$ cat src/rtl/fifo_axis_bridge.sv
// Drains an async_fifo read port into an AXI-Stream master through a 3-entry skid
// buffer, framing the stream into PKT_LEN-beat packets and counting accepted beats.
module fifo_axis_bridge #(
  parameter int    DSIZE       = 32,
  parameter string FALLTHROUGH = "TRUE",
  parameter int    PKT_LEN     = 256
) (
  input  logic             rclk,
  input  logic             rrst_n,
  output logic             rinc,
  input  logic [DSIZE-1:0] rdata,
  input  logic             rempty,
  output logic [DSIZE-1:0] m_axis_tdata,
  output logic             m_axis_tvalid,
  input  logic             m_axis_tready,
  output logic             m_axis_tlast,
  output logic [31:0]      beat_total
);
  localparam bit          FT        = (FALLTHROUGH == "TRUE");
  localparam logic [15:0] LAST_BEAT = 16'(PKT_LEN - 1);

  logic [DSIZE-1:0] r_buf [3];
  logic [1:0]       r_wptr;
  logic [1:0]       r_rptr;
  logic [1:0]       r_occ;
  logic             r_infl;
  logic [15:0]      r_pcnt;
  logic [31:0]      r_beat_total;
  logic [2:0]       w_pending;
  logic             w_capture;
  logic             w_accept;

  function automatic logic [1:0] next_ptr(input logic [1:0] p);
    return (p == 2'd2) ? 2'd0 : p + 2'd1;
  endfunction

  // Pop depends only on registered occupancy and rempty, so tready never reaches rinc.
  assign w_pending     = {1'b0, r_occ} + {2'b00, r_infl};
  assign rinc          = rrst_n & ~rempty & (w_pending < 3'd3);
  assign w_capture     = FT ? rinc : r_infl;
  assign m_axis_tvalid = (r_occ != 2'd0);
  assign w_accept      = m_axis_tvalid & m_axis_tready;
  assign m_axis_tdata  = r_buf[r_rptr];
  assign m_axis_tlast  = m_axis_tvalid & (r_pcnt == LAST_BEAT);
  assign beat_total    = r_beat_total;

  // NOTE: the buffer is reset like any other register so tdata reads 0 while in reset.
  always_ff @(posedge rclk or negedge rrst_n) begin
    if (!rrst_n) begin
      for (int i = 0; i < 3; i++) r_buf[i] <= '0;
    end else if (w_capture) begin
      r_buf[r_wptr] <= rdata;
    end
  end

  // NOTE: non-blocking assignments make every register here update from pre-edge values.
  always_ff @(posedge rclk or negedge rrst_n) begin
    if (!rrst_n) begin
      r_wptr       <= 2'd0;
      r_rptr       <= 2'd0;
      r_occ        <= 2'd0;
      r_infl       <= 1'b0;
      r_pcnt       <= 16'd0;
      r_beat_total <= 32'd0;
    end else begin
      r_infl <= FT ? 1'b0 : rinc;
      if (w_capture) r_wptr <= next_ptr(r_wptr);
      if (w_accept) begin
        r_rptr       <= next_ptr(r_rptr);
        r_pcnt       <= (r_pcnt == LAST_BEAT) ? 16'd0 : r_pcnt + 16'd1;
        r_beat_total <= r_beat_total + 32'd1;
      end
      if (w_capture && !w_accept)      r_occ <= r_occ + 2'd1;
      else if (!w_capture && w_accept) r_occ <= r_occ - 2'd1;
    end
  end
endmodule

$ cat config.mk
export PLATFORM = sky130hd
export DESIGN_NAME = fifo_axis_bridge
export DESIGN_NICKNAME = d
export VERILOG_FILES = /design/src/rtl/fifo_axis_bridge.sv
export SDC_FILE = /design/constraint.sdc
export NUM_CORES = 1
export LEC_CHECK = 0
export ABC_AREA = 1
export ABC_CLOCK_PERIOD_IN_PS = 1400
export CAP_MARGIN = 20
export CORE_UTILIZATION = 30
export CTS_BUF_LIST = sky130_fd_sc_hd__clkbuf_4 sky130_fd_sc_hd__clkbuf_8 sky130_fd_sc_hd__clkbuf_16
export DETAILED_ROUTE_END_ITERATION = 8
export PLACE_DENSITY_LB_ADDON = 0.15
export SKIP_LAST_GASP = 1
export SLEW_MARGIN = 20
export SYNTH_ARGS = -nofsm -noshare
export SYNTH_HDL_FRONTEND = slang
export SYNTH_SLANG_ARGS = --single-unit
$ cat constraint.sdc
create_clock -name rclk -period 1.4 [get_ports rclk]
set_input_delay 0.28 -clock rclk [delete_from_list [all_inputs] [get_ports rclk]]
set_output_delay 0.28 -clock rclk [all_outputs]
set_load 0.02 [all_outputs]
==> impl_results.html, run 1 <==
<table>
<tr><th>Metric</th><th>Value</th></tr>
<tr><th colspan="2">Clock network</th></tr>
<tr><td>Clk_lat worst skew</td><td>0.43 ns</td></tr>
<tr><td>CTS tree</td><td>built</td></tr>
<tr><td>CTS root buffer</td><td>sky130_fd_sc_hd__clkbuf_16</td></tr>
<tr><td>Clock Path Buffers</td><td>2</td></tr>
<tr><td>Post-CTS clock slew at the launch and capture registers of the worst setup and hold paths</td><td>0.06 ns</td></tr>
<tr><td>Hold-fix buffer count after cts</td><td>0</td></tr>
<tr><td># clock sinks</td><td>150</td></tr>
<tr><td>Number of H-tree branching levels</td><td>4</td></tr>
<tr><td>Number of buffers created by CTS</td><td>17</td></tr>
<tr><th colspan="2">Yosys</th></tr>
<tr><td>Synthesized area per cell</td><td>8.41 µm²</td></tr>
<tr><td>EDFF count, synth</td><td>0</td></tr>
<tr><td>Yosys warnings</td><td>0</td></tr>
<tr><td>Synthesized netlist cell count</td><td>between 800 and 900</td></tr>
<tr><td>Netlist area before placement</td><td>approximately 0.0072 mm²</td></tr>
<tr><td>Leading register cell type out of synthesis</td><td>sky130_fd_sc_hd__dfrtp_1</td></tr>
<tr><td>Share of async-settable or async-resettable flops after synthesis</td><td>between 90% and 100%</td></tr>
<tr><td>Post-synth cell types</td><td>33</td></tr>
<tr><td>Flop and latch count out of synthesis</td><td>150</td></tr>
<tr><td>Register area share after synthesis</td><td>51.8%</td></tr>
<tr><td>Net count after synthesis</td><td>900</td></tr>
<tr><th colspan="2">Drt</th></tr>
<tr><td>Post-detailed-route DRC marker count</td><td>0</td></tr>
<tr><td>Remaining antenna violation count after routing</td><td>0</td></tr>
<tr><td>Total length of routed wires</td><td>roughly 24 mm</td></tr>
<tr><td>Routed vias</td><td>roughly 6900</td></tr>
<tr><td>Ratio of routed vias to standard cells</td><td>approximately 4.7</td></tr>
<tr><td>WL per Instance</td><td>between 15 and 20 µm</td></tr>
<tr><td>Number of iterations in the first detailed-routing pass</td><td>5</td></tr>
<tr><td>Initial DRC count</td><td>290</td></tr>
<tr><th colspan="2">Floorplan</th></tr>
<tr><td>DIE HEIGHT</td><td>approximately 160 µm</td></tr>
<tr><td>Die span in x</td><td>approximately 160 µm</td></tr>
<tr><td>Area of the die</td><td>about 0.025 mm²</td></tr>
<tr><td>Std-Cell Core Area</td><td>between 0.02 and 0.025 mm²</td></tr>
<tr><td>Starting Density</td><td>a little over 30%</td></tr>
<tr><td>Number of rows in the core area</td><td>56</td></tr>
<tr><td>Number of top-level design ports</td><td>between 100 and 150</td></tr>
<tr><th colspan="2">Critical path</th></tr>
<tr><td>Endpoint type of the worst setup path</td><td>output pin</td></tr>
<tr><td>Worst setup slack for register-to-register paths</td><td>-0.36 ns</td></tr>
<tr><td>Crit path DAT</td><td>roughly 1.7 ns</td></tr>
<tr><td>Capturing point of the worst reg2reg path</td><td>r_buf[25]</td></tr>
<tr><td>Highest cell delay on the worst timing path</td><td>0.45 ns</td></tr>
<tr><td>Critical path startpoint category</td><td>register</td></tr>
<tr><td>Ordered list of cells on the worst path</td><td>nor2_4 &gt; buf_6 &gt; buf_6 &gt; buf_12 &gt; nand2_2 &gt; nand3_2 &gt; buf_6</td></tr>
<tr><td>CP Data Required Time</td><td>1.12 ns</td></tr>
<tr><td>Worst Reg-to-Reg Cells</td><td>12</td></tr>
<tr><td>Critical R2R Launch</td><td>r_occ[1]</td></tr>
<tr><td>Worst setup path class</td><td>register to output pin</td></tr>
<tr><td>Most frequent cell on the critical path</td><td>sky130_fd_sc_hd__buf_6</td></tr>
<tr><td>Master of the slowest instance on the critical path</td><td>sky130_fd_sc_hd__dfrtp_2</td></tr>
<tr><td>Highest net fanout along the worst path</td><td>7</td></tr>
<tr><th colspan="2">Placement</th></tr>
<tr><td>Gpl congestion</td><td>~0.74</td></tr>
<tr><td>Buffers on Ports</td><td>around 100</td></tr>
<tr><td>Setup WS pre-CTS</td><td>-0.663 ns</td></tr>
<tr><td>Post-DP HPWL</td><td>12.4 mm</td></tr>
<tr><th colspan="2">STA</th></tr>
<tr><td>Worst setup slack after layout</td><td>-0.530 ns</td></tr>
<tr><td>Timing-limited maximum frequency</td><td>~0.52 GHz</td></tr>
<tr><td>Transition time at the pin with the least slew margin</td><td>around 0.45 ns</td></tr>
<tr><td>Post-route fraction of the period consumed by the critical path</td><td>138%</td></tr>
<tr><td>Clock skew after layout</td><td>roughly 0.011 ns</td></tr>
<tr><td>Unrepaired setup endpoints after global routing</td><td>true</td></tr>
<tr><td>Relative slew margins</td><td>between 70% and 80%</td></tr>
<tr><td>Worst hold slack across all endpoints</td><td>roughly 0.012 ns</td></tr>
<tr><td>Min cycle time layout</td><td>between 1.5 and 2 ns</td></tr>
<tr><td>Final-report max-slew violation count</td><td>0</td></tr>
<tr><td>Finish-stage setup viols</td><td>around 180</td></tr>
<tr><td>Final Hold Fails</td><td>0</td></tr>
<tr><th colspan="2">Layout</th></tr>
<tr><td>Number of nets at the end of the flow</td><td>~1200</td></tr>
<tr><td>Number of filler instances in the final layout</td><td>around 2100</td></tr>
<tr><td>Fraction of layout instances using a drive strength above 1</td><td>between 50 and 60%</td></tr>
<tr><td>Layout overhead on the synthesized area</td><td>77.9%</td></tr>
<tr><td>Area of the multi-input gates</td><td>around 0.0045 mm²</td></tr>
<tr><td>Register area</td><td>between 0.003 and 0.004 mm²</td></tr>
<tr><td>Antenna Cells</td><td>0</td></tr>
<tr><th colspan="2">Power</th></tr>
<tr><td>Power density over the cells</td><td>2030 mW/mm²</td></tr>
<tr><td>Pleak</td><td>6.24 nW</td></tr>
<tr><td>Internal power</td><td>roughly 0.016 W</td></tr>
<tr><td>Fraction of power spent switching nets</td><td>roughly two fifths</td></tr>
<tr><td>Gate power share</td><td>53.5%</td></tr>
<tr><td>Switching component of the power</td><td>about 0.010 W</td></tr>
<tr><td>Clk network pwr share</td><td>18.1%</td></tr>
<tr><td>Sequential Power Share</td><td>between 20% and 30%</td></tr>
<tr><td>Power, Total</td><td>between 0.02 and 0.03 W</td></tr>
<tr><td>Worst IR Drop VDD</td><td>0.987 mV</td></tr>
<tr><th colspan="2">Worst hold path</th></tr>
<tr><td>Worst min path class</td><td>input pin to asynchronous set/reset pin</td></tr>
<tr><th colspan="2">Global routing</th></tr>
<tr><td>Number of antenna violations at the first check in global routing</td><td>2</td></tr>
<tr><td>Largest net degree at the start of global routing</td><td>a little over 80</td></tr>
<tr><td>Number of global-route vias before repair</td><td>between 6000 and 7000</td></tr>
<tr><td>First-pass GRT wire length</td><td>36.3 mm</td></tr>
<tr><td>Overall Global Routing Usage</td><td>19.5%</td></tr>
<tr><td>Total global routing overflow</td><td>0</td></tr>
<tr><th colspan="2">Status</th></tr>
<tr><td>Outcome</td><td>finished with violations</td></tr>
<tr><td>Violations in the final reports</td><td>negative setup slack</td></tr>
<tr><th colspan="2">Flow run</th></tr>
<tr><td>Max-cap viol count</td><td>0</td></tr>
</table>
-- stage by stage --
| stage | std cells | area [µm²] | utilization [%] | TNS, ns |
|---|---|---|---|---|
| floorplan | 861 | 7470 | - | -5.31 |
| global route | 1457 | 12900 | 54.7 | -60.96 |
| detailed placement | 1348 | 9540 | 40.5 | -53.67 |
| CTS | 1441 | 11600 | 49.1 | -43.53 |
| global placement | 1348 | 9540 | 40.5 | -52.63 |
| finish | 1457 | 12900 | 54.7 | -48.92 |
-- state kept, by name, summed over array words and instances, names as in the netlist --
| signal | count |
|---|---|
| beat_total | 32 |
| r_pcnt | 16 |
| r_buf | 96 |
| r_rptr | 2 |
| r_wptr | 2 |
| r_occ | 2 |
-- Yosys cell counts (3+ instances only) --
cell type | instances | share of area [%]
sky130_fd_sc_hd__nand3_2 | 4 | 0.55
sky130_fd_sc_hd__o21ai_0 | 42 | 2.9
sky130_fd_sc_hd__nor2_4 | 6 | 0.93
sky130_fd_sc_hd__o21ai_2 | 23 | 2.8
sky130_fd_sc_hd__o21ai_1 | 40 | 2.8
sky130_fd_sc_hd__buf_2 | 11 | 0.76
sky130_fd_sc_hd__dfrtp_1 | 150 | 52
sky130_fd_sc_hd__nor2_2 | 5 | 0.43
sky130_fd_sc_hd__nand2_2 | 3 | 0.26
sky130_fd_sc_hd__nor2_1 | 47 | 2.4
sky130_fd_sc_hd__nor3_1 | 10 | 0.69
sky130_fd_sc_hd__xnor2_1 | 11 | 1.3
sky130_fd_sc_hd__nand4_1 | 14 | 1.2
sky130_fd_sc_hd__inv_1 | 93 | 4.8
sky130_fd_sc_hd__inv_2 | 3 | 0.16
sky130_fd_sc_hd__buf_6 | 12 | 1.9
sky130_fd_sc_hd__ha_1 | 3 | 0.52
sky130_fd_sc_hd__nand3_1 | 97 | 6.7
sky130_fd_sc_hd__xor2_1 | 18 | 2.2
sky130_fd_sc_hd__nand2_1 | 247 | 13
sky130_fd_sc_hd__clkbuf_1 | 9 | 0.47
-- area by class of cell --
cell class,count,share of cell area [%]
multi-input combinational,580,34.8
timing repair buffer,279,25.3
clock buffer,22,3.74
tap,319,3.10
clock inverter,10,0.932
sequential,150,29.3
inverter,97,2.91
-- worst max path at each step --
stage               startpoint  depth (start not counted)  slack [ns]               end
finish               r_rptr[0]                          7       -0.53  m_axis_tdata[15]
global route         r_pcnt[1]                          6       -0.62      m_axis_tlast
CTS                  r_rptr[1]                          7       -0.57   m_axis_tdata[2]
detailed placement   r_pcnt[0]                          6       -0.66      m_axis_tlast
global placement     r_pcnt[0]                          6       -0.59      m_axis_tlast
floorplan             r_occ[0]                          7       -0.11          r_occ[1]
-- cell families after synthesis --
kind of cell    Yosys count  synth area share, %
compound gates          107                 8.62
xor+xnor                 30                 3.73
fa+ha+maj                 3                0.518
buf+inv                 132                 8.38
flops                   150                 51.8
simple gates            439                 26.9
-- cell usage in the layout, fill, tap and decap left out, types with 37 or more instances in the layout --
| cell | n |
|---|---|
| sky130_fd_sc_hd__o21ai_2 | 65 |
| sky130_fd_sc_hd__buf_6 | 81 |
| sky130_fd_sc_hd__buf_4 | 83 |
| sky130_fd_sc_hd__o21ai_1 | 37 |
| sky130_fd_sc_hd__nand2_1 | 118 |
| sky130_fd_sc_hd__nand2_2 | 50 |
| sky130_fd_sc_hd__nand3_2 | 46 |
| sky130_fd_sc_hd__nand3_1 | 41 |
| sky130_fd_sc_hd__inv_1 | 89 |
| sky130_fd_sc_hd__nand2_4 | 79 |
| sky130_fd_sc_hd__dfrtp_1 | 136 |
-- critical path: cells and delay by family (launching register included) --
family | cells | cell delay [ns]
buffers and inverters | 4 | 0.48
AND/OR/NAND/NOR | 3 | 0.31
flip-flops | 1 | 0.45
-- repair_timing --
| action | CTS | global route |
|---|---|---|
| pin swaps | 21 | 60 |
| setup buffers | 42 | 17 |
| endpoints found under the setup margin | 214 | 191 |
| cloned | 21 | 7 |
| gates resized for setup | 518 | 300 |
-- power groups by stage --
| stage | combinational (W) | sequential (W) | clock (W) |
|---|---|---|---|
| after floorplan | 0.00494 | 0.00671 | 0 |
| after global placement | 0.00889 | 0.00673 | 0 |
| after detailed placement | 0.00896 | 0.00674 | 0 |
| after CTS | 0.0119 | 0.00691 | 0.00480 |
| after global routing | 0.0150 | 0.00758 | 0.00499 |
| final | 0.0140 | 0.00741 | 0.00473 |
-- layer usage --
metal | share of wire, % | global-route usage [%]
met1 | 43 | 24.9
met2 | 51 | 32.7
met3 | 4.2 | 3.58
met4 | 2.2 | 7.26
met5 | 0.10 | 0
Power figures use the tool's default switching activity.
==> run 2, diff against run 1 <==
Settings changed: ABC_CLOCK_PERIOD_IN_PS 1400 to 1700.
Clock period 1.4 ns to 1.7 ns, I/O delays scaled along.
==> run 2 against run 1 <==
The run still ends with negative setup slack left. Clock skew increased by 0.0011 ns. Largest power group unchanged. Design area decreased by 23%. Sequential power decreased by 25%. Setup slack improved by 0.27 ns. Combinational power decreased by 47%. Final cell count decreased by 6.9%.
==> impl_results.html, run 2 (synthesis results as in run 1) <==
<table>
<tr><th>Metric</th><th>Value</th></tr>
<tr><th colspan="2">Status</th></tr>
<tr><td>Outcome</td><td>finished with violations (unchanged)</td></tr>
<tr><td>Violations in the final reports</td><td>negative setup slack (unchanged)</td></tr>
<tr><th colspan="2">Critical path</th></tr>
<tr><td>Endpoint type of the worst setup path</td><td>output pin (unchanged)</td></tr>
<tr><td>Critical path startpoint category</td><td>register (unchanged)</td></tr>
<tr><td>Crit path DAT</td><td>1.62 ns (was 1.65 ns)</td></tr>
<tr><td>Highest net fanout along the worst path</td><td>11 (was 7)</td></tr>
<tr><td>Critical R2R Launch</td><td>r_pcnt[13] (was r_occ[1])</td></tr>
<tr><td>Worst setup path class</td><td>register to output pin (unchanged)</td></tr>
<tr><td>Worst setup path startpoint</td><td>r_rptr[1] (was r_rptr[0])</td></tr>
<tr><td>Worst setup slack for register-to-register paths</td><td>0.13 ns (was -0.36 ns)</td></tr>
<tr><td>Worst Reg-to-Reg Cells</td><td>10 (was 12)</td></tr>
<tr><td>CP Data Required Time</td><td>1.36 ns (was 1.12 ns)</td></tr>
<tr><td>Capturing point of the worst reg2reg path</td><td>r_pcnt[3] (was r_buf[25])</td></tr>
<tr><th colspan="2">Drt</th></tr>
<tr><td>Post-detailed-route DRC marker count</td><td>0 (unchanged)</td></tr>
<tr><td>Routed vias</td><td>6014 (was 6881)</td></tr>
<tr><td>Number of iterations in the first detailed-routing pass</td><td>5 (unchanged)</td></tr>
<tr><td>Initial DRC count</td><td>380 (was 290)</td></tr>
<tr><td>WL per Instance</td><td>13.8 µm (was 16.8 µm)</td></tr>
<tr><td>Ratio of routed vias to standard cells</td><td>4.44 (was 4.72)</td></tr>
<tr><td>Total length of routed wires</td><td>18.7 mm (was 24.4 mm)</td></tr>
<tr><td>Remaining antenna violation count after routing</td><td>0 (unchanged)</td></tr>
<tr><th colspan="2">Power</th></tr>
<tr><td>Fraction of power spent switching nets</td><td>38.0% (was 38.9%)</td></tr>
<tr><td>Sequential Power Share</td><td>33.5% (was 28.4%)</td></tr>
<tr><td>Internal power</td><td>0.0103 W (was 0.0160 W)</td></tr>
<tr><td>Pleak</td><td>4.96 nW (was 6.24 nW)</td></tr>
<tr><td>Worst IR Drop VDD</td><td>0.888 mV (was 0.987 mV)</td></tr>
<tr><td>Switching component of the power</td><td>0.00631 W (was 0.0102 W)</td></tr>
<tr><td>Clk network pwr share</td><td>21.9% (was 18.1%)</td></tr>
<tr><td>Power density over the cells</td><td>1670 mW/mm² (was 2030 mW/mm²)</td></tr>
<tr><td>Gate power share</td><td>44.6% (was 53.5%)</td></tr>
<tr><th colspan="2">Floorplan</th></tr>
<tr><td>Number of top-level design ports</td><td>103 (unchanged)</td></tr>
<tr><td>DIE HEIGHT</td><td>157 µm (unchanged)</td></tr>
<tr><td>Std-Cell Core Area</td><td>0.0235 mm² (unchanged)</td></tr>
<tr><td>Number of rows in the core area</td><td>56 (unchanged)</td></tr>
<tr><td>Die span in x</td><td>157 µm (unchanged)</td></tr>
<tr><td>Starting Density</td><td>30.8% (unchanged)</td></tr>
<tr><td>Area of the die</td><td>0.0248 mm² (unchanged)</td></tr>
<tr><th colspan="2">STA</th></tr>
<tr><td>Final-report max-slew violation count</td><td>0 (unchanged)</td></tr>
<tr><td>Worst setup slack after layout</td><td>-0.263 ns (was -0.530 ns)</td></tr>
<tr><td>Transition time at the pin with the least slew margin</td><td>0.660 ns (was 0.446 ns)</td></tr>
<tr><td>Min cycle time layout</td><td>just under 2 ns</td></tr>
<tr><td>Unrepaired setup endpoints after global routing</td><td>true (unchanged)</td></tr>
<tr><td>Timing-limited maximum frequency</td><td>about 0.51 GHz</td></tr>
<tr><td>Relative slew margins</td><td>56.0% (was 70.3%)</td></tr>
<tr><td>Final Hold Fails</td><td>0 (unchanged)</td></tr>
<tr><td>Post-route fraction of the period consumed by the critical path</td><td>115%</td></tr>
<tr><td>Worst hold slack across all endpoints</td><td>0.397 ns (was 0.0124 ns)</td></tr>
<tr><td>Clock skew after layout</td><td>0.0120 ns (was 0.0108 ns)</td></tr>
<tr><td>Finish-stage setup viols</td><td>33 (was 181)</td></tr>
<tr><th colspan="2">Layout</th></tr>
<tr><td>Top reg by flops</td><td>r_buf (unchanged)</td></tr>
<tr><td>Number of filler instances in the final layout</td><td>2442 (was 2117)</td></tr>
<tr><td>Highest-count cells in the layout ignoring fill and taps</td><td>sky130_fd_sc_hd__nand2_1, sky130_fd_sc_hd__dfrtp_1, sky130_fd_sc_hd__inv_1 (was sky130_fd_sc_hd__dfrtp_1, sky130_fd_sc_hd__nand2_1, sky130_fd_sc_hd__inv_1)</td></tr>
<tr><td>Layout overhead on the synthesized area</td><td>37.5% (was 77.9%)</td></tr>
<tr><td>Final Instance Area</td><td>0.00996 mm² (was 0.0129 mm²)</td></tr>
<tr><td>Number of nets at the end of the flow</td><td>1062 (was 1164)</td></tr>
<tr><td>Leading cell type in the layout, fill and taps excluded</td><td>sky130_fd_sc_hd__nand2_1 (was sky130_fd_sc_hd__dfrtp_1)</td></tr>
<tr><td>Fraction of layout instances using a drive strength above 1</td><td>21.6% (was 53.7%)</td></tr>
<tr><td>Largest register FFs</td><td>96 (unchanged)</td></tr>
<tr><th colspan="2">Clock network</th></tr>
<tr><td>Number of buffers created by CTS</td><td>17 (unchanged)</td></tr>
<tr><td>Clk_lat worst skew</td><td>0.42 ns (was 0.43 ns)</td></tr>
<tr><td>CTS tree</td><td>built (unchanged)</td></tr>
<tr><td># clock sinks</td><td>150 (unchanged)</td></tr>
<tr><td>Number of H-tree branching levels</td><td>4 (unchanged)</td></tr>
<tr><td>Clock Path Buffers</td><td>2 (unchanged)</td></tr>
<tr><td>CTS root buffer</td><td>sky130_fd_sc_hd__clkbuf_16 (unchanged)</td></tr>
<tr><td>Post-CTS clock slew at the launch and capture registers of the worst setup and hold paths</td><td>0.07 ns (was 0.06 ns)</td></tr>
<tr><th colspan="2">Global routing</th></tr>
<tr><td>Number of antenna violations at the first check in global routing</td><td>1 (was 2)</td></tr>
<tr><td>Overall Global Routing Usage</td><td>16.3% (was 19.5%)</td></tr>
<tr><td>Total global routing overflow</td><td>0 (unchanged)</td></tr>
<tr><td>Number of global-route vias before repair</td><td>6147 (was 6686)</td></tr>
<tr><td>First-pass GRT wire length</td><td>31.2 mm (was 36.3 mm)</td></tr>
<tr><td>Largest net degree at the start of global routing</td><td>111 (was 82)</td></tr>
<tr><th colspan="2">Placement</th></tr>
<tr><td>Buffers on Ports</td><td>102 (unchanged)</td></tr>
<tr><td>Post-DP HPWL</td><td>12.2 mm (was 12.4 mm)</td></tr>
<tr><td>Gpl congestion</td><td>0.735 (was 0.742)</td></tr>
<tr><td>Placement-stage cell area</td><td>0.00894 mm² (was 0.00954 mm²)</td></tr>
<tr><th colspan="2">Worst hold path</th></tr>
<tr><td>Worst min path class</td><td>input pin to asynchronous set/reset pin (unchanged)</td></tr>
<tr><th colspan="2">Flow run</th></tr>
<tr><td>Max-cap viol count</td><td>0 (unchanged)</td></tr>
</table>
-- run 2: cell types whose count changed in the layout (fill, tap and decap cells not counted), sizes merged --
cell,delta
nand3,-1
inv,+4
bufinv,-2
clkbuf,-9
clkdlybuf4s15,-4
diode,+1
buf,-124
dlygate4sd2,+32
dlygate4sd3,+1
clkinvlp,+1
-- run 2: layout make-up --
class,instances,area (µm²),area share (%)
antenna,1,2.50,0.0251
clock buffer,19,453,4.55
clock inverter,13,111,1.12
inverter,97,365,3.67
multi-input combinational,579,3070,30.9
sequential,150,3750,37.7
tap,319,399,4.01
timing repair buffer,178,1800,18.0
-- run 2: power groups by stage --
stage	clock network [W]	logic (W)	registers, W
2_1_floorplan	0	0.00369	0.00550
3_3_place_gp	0	0.00640	0.00556
3_5_place_dp	0	0.00646	0.00557
4_1_cts	0.00376	0.00737	0.00554
5_1_grt	0.00392	0.00816	0.00573
6_report	0.00363	0.00741	0.00557
-- run 2: how the worst max path moves through the flow --
| stage | endpoint | slack, ns | cells past startpoint |
|---|---|---|---|
| floorplan | m_axis_tdata[12] | 0.08 | 5 |
| global placement | m_axis_tlast | -0.35 | 6 |
| detailed placement | m_axis_tlast | -0.42 | 6 |
| CTS | m_axis_tdata[5] | -0.26 | 7 |
| global route | m_axis_tdata[22] | -0.33 | 7 |
| finish | m_axis_tdata[16] | -0.26 | 7 |
-- run 2: critical path: stages (launching register included) --
cell and delay [ns]:
sky130_fd_sc_hd__dfrtp_1 0.41, sky130_fd_sc_hd__buf_6 0.13, sky130_fd_sc_hd__nor2_4 0.11, sky130_fd_sc_hd__buf_12 0.13, sky130_fd_sc_hd__buf_16 0.13, sky130_fd_sc_hd__nand2_1 0.08, sky130_fd_sc_hd__nand3_2 0.10, sky130_fd_sc_hd__buf_6 0.12
-- run 2: metal layers --
| layer | track usage, % | vias to the layer above | wire (µm) |
|---|---|---|---|
| met2 | 26.0 | 108 | 8590 |
| met5 | 0 | - | 0 |
| met4 | 4.44 | 0 | 150 |
| met3 | 4.05 | 12 | 886 |
| met1 | 21.9 | 2820 | 9110 |
| li1 | - | 3074 | - |
-- run 2: what timing repair did --
item,CTS,global route
gates cloned,3,0
resized for setup,264,27
hold buffers,1,0
pin swaps,9,9
buffers inserted,16,5
endpoints found under the setup margin,67,45
hold endpoints to repair,1,0
-- run 2: stage by stage --
stage / power, W / std cells / util (%) / TNS [ns] / setup WS (ns)
floorplan: 0.00920 / 861 / - / 0 / 0.0773
global placement: 0.0120 / 1306 / 38.0 / -12.46 / -0.354
detailed placement: 0.0120 / 1306 / 38.0 / -13.12 / -0.420
CTS: 0.0167 / 1356 / 41.8 / -8.89 / -0.265
global route: 0.0178 / 1355 / 42.3 / -10.26 / -0.329
finish: 0.0166 / 1356 / 42.3 / -7.63 / -0.263
==> run 3, diff against run 2 <==
Settings changed: CELL_PAD_IN_SITES_DETAIL_PLACEMENT set to 0, CELL_PAD_IN_SITES_GLOBAL_PLACEMENT set to 1, CTS_CLUSTER_DIAMETER set to 50.
==> run 3 against run 2 <==
Flip-flop and latch count is the same. Critical endpoint is now m_axis_tdata[6]. Largest cell class unchanged. Register-to-register slack worse by 0.09 ns. First-iteration DRC count shrank 13%. Core utilization rose by 3.2 points. Critical path type unchanged. Clock power up 12%. Die area stayed put. The run still ends with negative setup slack left. Wire length increased by 6.0%.
==> impl_results.html, run 3 (synthesis results as in run 1) <==
<table>
<tr><th>Metric</th><th>Value</th></tr>
<tr><th colspan="2">Status</th></tr>
<tr><td>Outcome</td><td>finished with violations (unchanged)</td></tr>
<tr><td>Violations in the final reports</td><td>negative setup slack (unchanged)</td></tr>
<tr><th colspan="2">Clock network</th></tr>
<tr><td># clock sinks</td><td>150 (unchanged)</td></tr>
<tr><td>Number of H-tree branching levels</td><td>4 (unchanged)</td></tr>
<tr><td>Clock Path Buffers</td><td>2 (unchanged)</td></tr>
<tr><td>Number of buffers created by CTS</td><td>17 (unchanged)</td></tr>
<tr><td>CTS tree</td><td>built (unchanged)</td></tr>
<tr><td>Post-CTS clock slew at the launch and capture registers of the worst setup and hold paths</td><td>0.07 ns (about the same)</td></tr>
<tr><td>CTS root buffer</td><td>sky130_fd_sc_hd__clkbuf_16 (unchanged)</td></tr>
<tr><td>Clk_lat worst skew</td><td>0.42 ns (about the same)</td></tr>
<tr><th colspan="2">Power</th></tr>
<tr><td>Gate power share</td><td>47.6% (was 44.6%)</td></tr>
<tr><td>Switching component of the power</td><td>0.00714 W (was 0.00631 W)</td></tr>
<tr><td>Fraction of power spent switching nets</td><td>37.9% (was 38.0%)</td></tr>
<tr><td>Sequential Power Share</td><td>30.8% (was 33.5%)</td></tr>
<tr><td>Internal power</td><td>0.0117 W (was 0.0103 W)</td></tr>
<tr><td>Worst IR Drop VDD</td><td>0.776 mV (was 0.888 mV)</td></tr>
<tr><td>Pleak</td><td>5.47 nW (was 4.96 nW)</td></tr>
<tr><td>Power density over the cells</td><td>1760 mW/mm² (was 1670 mW/mm²)</td></tr>
<tr><td>Power, Total</td><td>0.0189 W (was 0.0166 W)</td></tr>
<tr><td>Clk network pwr share</td><td>21.6% (was 21.9%)</td></tr>
<tr><th colspan="2">Floorplan</th></tr>
<tr><td>Starting Density</td><td>30.8% (unchanged)</td></tr>
<tr><td>Die span in x</td><td>157 µm (unchanged)</td></tr>
<tr><td>Number of rows in the core area</td><td>56 (unchanged)</td></tr>
<tr><td>DIE HEIGHT</td><td>157 µm (unchanged)</td></tr>
<tr><td>Std-Cell Core Area</td><td>0.0235 mm² (unchanged)</td></tr>
<tr><td>Number of top-level design ports</td><td>103 (unchanged)</td></tr>
<tr><td>Area of the die</td><td>0.0248 mm² (unchanged)</td></tr>
<tr><th colspan="2">Drt</th></tr>
<tr><td>Initial DRC count</td><td>330 (was 380)</td></tr>
<tr><td>Total length of routed wires</td><td>19.9 mm (was 18.7 mm)</td></tr>
<tr><td>Remaining antenna violation count after routing</td><td>0 (unchanged)</td></tr>
<tr><td>WL per Instance</td><td>14.5 µm (was 13.8 µm)</td></tr>
<tr><td>Number of iterations in the first detailed-routing pass</td><td>4 (was 5)</td></tr>
<tr><td>Post-detailed-route DRC marker count</td><td>0 (unchanged)</td></tr>
<tr><td>Ratio of routed vias to standard cells</td><td>4.43 (was 4.44)</td></tr>
<tr><td>Routed vias</td><td>6072 (was 6014)</td></tr>
<tr><th colspan="2">STA</th></tr>
<tr><td>Relative slew margins</td><td>41.9% (was 56.0%)</td></tr>
<tr><td>Timing-limited maximum frequency</td><td>0.496 GHz (was 0.509 GHz)</td></tr>
<tr><td>Post-route fraction of the period consumed by the critical path</td><td>119% (was 115%)</td></tr>
<tr><td>Transition time at the pin with the least slew margin</td><td>0.871 ns (was 0.660 ns)</td></tr>
<tr><td>Finish-stage setup viols</td><td>33 (unchanged)</td></tr>
<tr><td>Min cycle time layout</td><td>2.02 ns (was 1.96 ns)</td></tr>
<tr><td>Worst setup slack after layout</td><td>-0.316 ns (was -0.263 ns)</td></tr>
<tr><td>Final-report max-slew violation count</td><td>0 (unchanged)</td></tr>
<tr><td>Unrepaired setup endpoints after global routing</td><td>true (unchanged)</td></tr>
<tr><td>Final Hold Fails</td><td>0 (unchanged)</td></tr>
<tr><td>Worst hold slack across all endpoints</td><td>0.0566 ns (was 0.397 ns)</td></tr>
<tr><td>Clock skew after layout</td><td>0.0139 ns (was 0.0120 ns)</td></tr>
<tr><th colspan="2">Global routing</th></tr>
<tr><td>Overall Global Routing Usage</td><td>17.3% (was 16.3%)</td></tr>
<tr><td>First-pass GRT wire length</td><td>32.9 mm (was 31.2 mm)</td></tr>
<tr><td>Number of global-route vias before repair</td><td>6179 (was 6147)</td></tr>
<tr><td>Total global routing overflow</td><td>0 (unchanged)</td></tr>
<tr><td>Number of antenna violations at the first check in global routing</td><td>2 (was 1)</td></tr>
<tr><td>Largest net degree at the start of global routing</td><td>151 (was 111)</td></tr>
<tr><th colspan="2">Critical path</th></tr>
<tr><td>Critical path startpoint category</td><td>register (unchanged)</td></tr>
<tr><td>Highest cell delay on the worst timing path</td><td>0.40 ns (was 0.41 ns)</td></tr>
<tr><td>Worst Reg-to-Reg Cells</td><td>9 (was 10)</td></tr>
<tr><td>Worst setup slack for register-to-register paths</td><td>0.04 ns (was 0.13 ns)</td></tr>
<tr><td>Highest net fanout along the worst path</td><td>6 (was 11)</td></tr>
<tr><td>Ordered list of cells on the worst path</td><td>buf_6 &gt; nor2_4 &gt; buf_6 &gt; buf_6 &gt; buf_12 &gt; nand2_1 &gt; nand3_2 &gt; buf_6 (was buf_6 &gt; nor2_4 &gt; buf_12 &gt; buf_16 &gt; nand2_1 &gt; nand3_2 &gt; buf_6)</td></tr>
<tr><td>Largest delay contributor family on the critical path</td><td>buffers and inverters (unchanged)</td></tr>
<tr><td>Critical R2R Launch</td><td>r_occ[1] (was r_pcnt[13])</td></tr>
<tr><td>Endpoint type of the worst setup path</td><td>output pin (unchanged)</td></tr>
<tr><td>Master of the slowest instance on the critical path</td><td>sky130_fd_sc_hd__dfrtp_1 (unchanged)</td></tr>
<tr><td>CP Data Required Time</td><td>1.36 ns (about the same)</td></tr>
<tr><td>Most frequent cell on the critical path</td><td>sky130_fd_sc_hd__buf_6 (unchanged)</td></tr>
<tr><td>Total stage count of the critical path</td><td>8 (was 7)</td></tr>
<tr><td>CP Buf/Inv Count</td><td>5 (was 4)</td></tr>
<tr><td>Crit path DAT</td><td>1.68 ns (was 1.62 ns)</td></tr>
<tr><td>Worst setup path startpoint</td><td>r_rptr[1] (unchanged)</td></tr>
<tr><td>Capturing point of the worst reg2reg path</td><td>r_pcnt[5] (was r_pcnt[3])</td></tr>
<tr><td>Worst setup path class</td><td>register to output pin (unchanged)</td></tr>
<tr><th colspan="2">Layout</th></tr>
<tr><td>Register area</td><td>0.00375 mm² (unchanged)</td></tr>
<tr><td>Layout overhead on the synthesized area</td><td>47.8% (was 37.5%)</td></tr>
<tr><td>Leading cell type in the layout, fill and taps excluded</td><td>sky130_fd_sc_hd__nand2_1 (unchanged)</td></tr>
<tr><td>Number of nets at the end of the flow</td><td>1078 (was 1062)</td></tr>
<tr><td>Largest register FFs</td><td>96 (unchanged)</td></tr>
<tr><td>Fraction of layout instances using a drive strength above 1</td><td>30.0% (was 21.6%)</td></tr>
<tr><td>Number of filler instances in the final layout</td><td>2368 (was 2442)</td></tr>
<tr><td>Area of the multi-input gates</td><td>0.00349 mm² (was 0.00307 mm²)</td></tr>
<tr><td>Top reg by flops</td><td>r_buf (unchanged)</td></tr>
<tr><td>Highest-count cells in the layout ignoring fill and taps</td><td>sky130_fd_sc_hd__nand2_1, sky130_fd_sc_hd__dfrtp_1, sky130_fd_sc_hd__inv_1 (unchanged)</td></tr>
<tr><td>Antenna Cells</td><td>0 (was 1)</td></tr>
<tr><th colspan="2">Placement</th></tr>
<tr><td>Post-DP HPWL</td><td>12.4 mm (was 12.2 mm)</td></tr>
<tr><td>Buffers on Ports</td><td>102 (unchanged)</td></tr>
<tr><td>Setup WS pre-CTS</td><td>-0.372 ns (was -0.420 ns)</td></tr>
<tr><td>Gpl congestion</td><td>0.745 (was 0.735)</td></tr>
<tr><th colspan="2">Flow run</th></tr>
<tr><td>Max-cap viol count</td><td>0 (unchanged)</td></tr>
<tr><th colspan="2">Worst hold path</th></tr>
<tr><td>Worst min path class</td><td>input pin to asynchronous set/reset pin (unchanged)</td></tr>
</table>
[run 3: power by group through the flow]
stage	clock, W	combinational, W	sequential (W)
2_1_floorplan	0	0.00369	0.00550
3_3_place_gp	0	0.00659	0.00557
3_5_place_dp	0	0.00664	0.00557
4_1_cts	0.00421	0.00855	0.00559
5_1_grt	0.00434	0.00978	0.00597
6_report	0.00408	0.00898	0.00580
[run 3: per-stage QoR]
step / cell area [µm²] / TNS, ns / utilization, % / std cells
global placement: 9010 / -14.50 / 38.3 / 1311
detailed placement: 9010 / -15.68 / 38.3 / 1311
finish: 10700 / -9.13 / 45.5 / 1370
global route: 10700 / -11.93 / 45.5 / 1370
floorplan: 7240 / 0 / - / 861
CTS: 10300 / -8.93 / 44.0 / 1368
[run 3: routing by layer]
metal | up-vias | GRT usage (%) | share of wire (%)
met5 | - | 0 | 0
met4 | 0 | 3.61 | 0.51
met3 | 6 | 4.13 | 3.9
met2 | 97 | 27.7 | 46
met1 | 2853 | 23.8 | 49
li1 | 3116 | - | -
[run 3: final cells by class]
type                       count  area share [%]
tap                          319            3.73
inverter                      97            3.47
clock buffer                  18            4.05
clock inverter                13            1.84
sequential                   150            35.1
multi-input combinational    579            32.6
timing repair buffer         194            19.2
[run 3: what timing repair did]
item                                    CTS  global route
resized for setup                       309           100
hold buffers                              0             0
buffers inserted                         19             9
endpoints found under the setup margin   67            51
pin swaps                                26            19
cloned                                    8             0
[run 3: worst max path at each step]
stage | slack [ns] | end
after floorplan | 0.08 | m_axis_tdata[12]
after detailed placement | -0.37 | m_axis_tlast
after global placement | -0.35 | m_axis_tlast
after CTS | -0.28 | m_axis_tdata[3]
final | -0.32 | m_axis_tdata[6]
after global routing | -0.40 | m_axis_tdata[5]
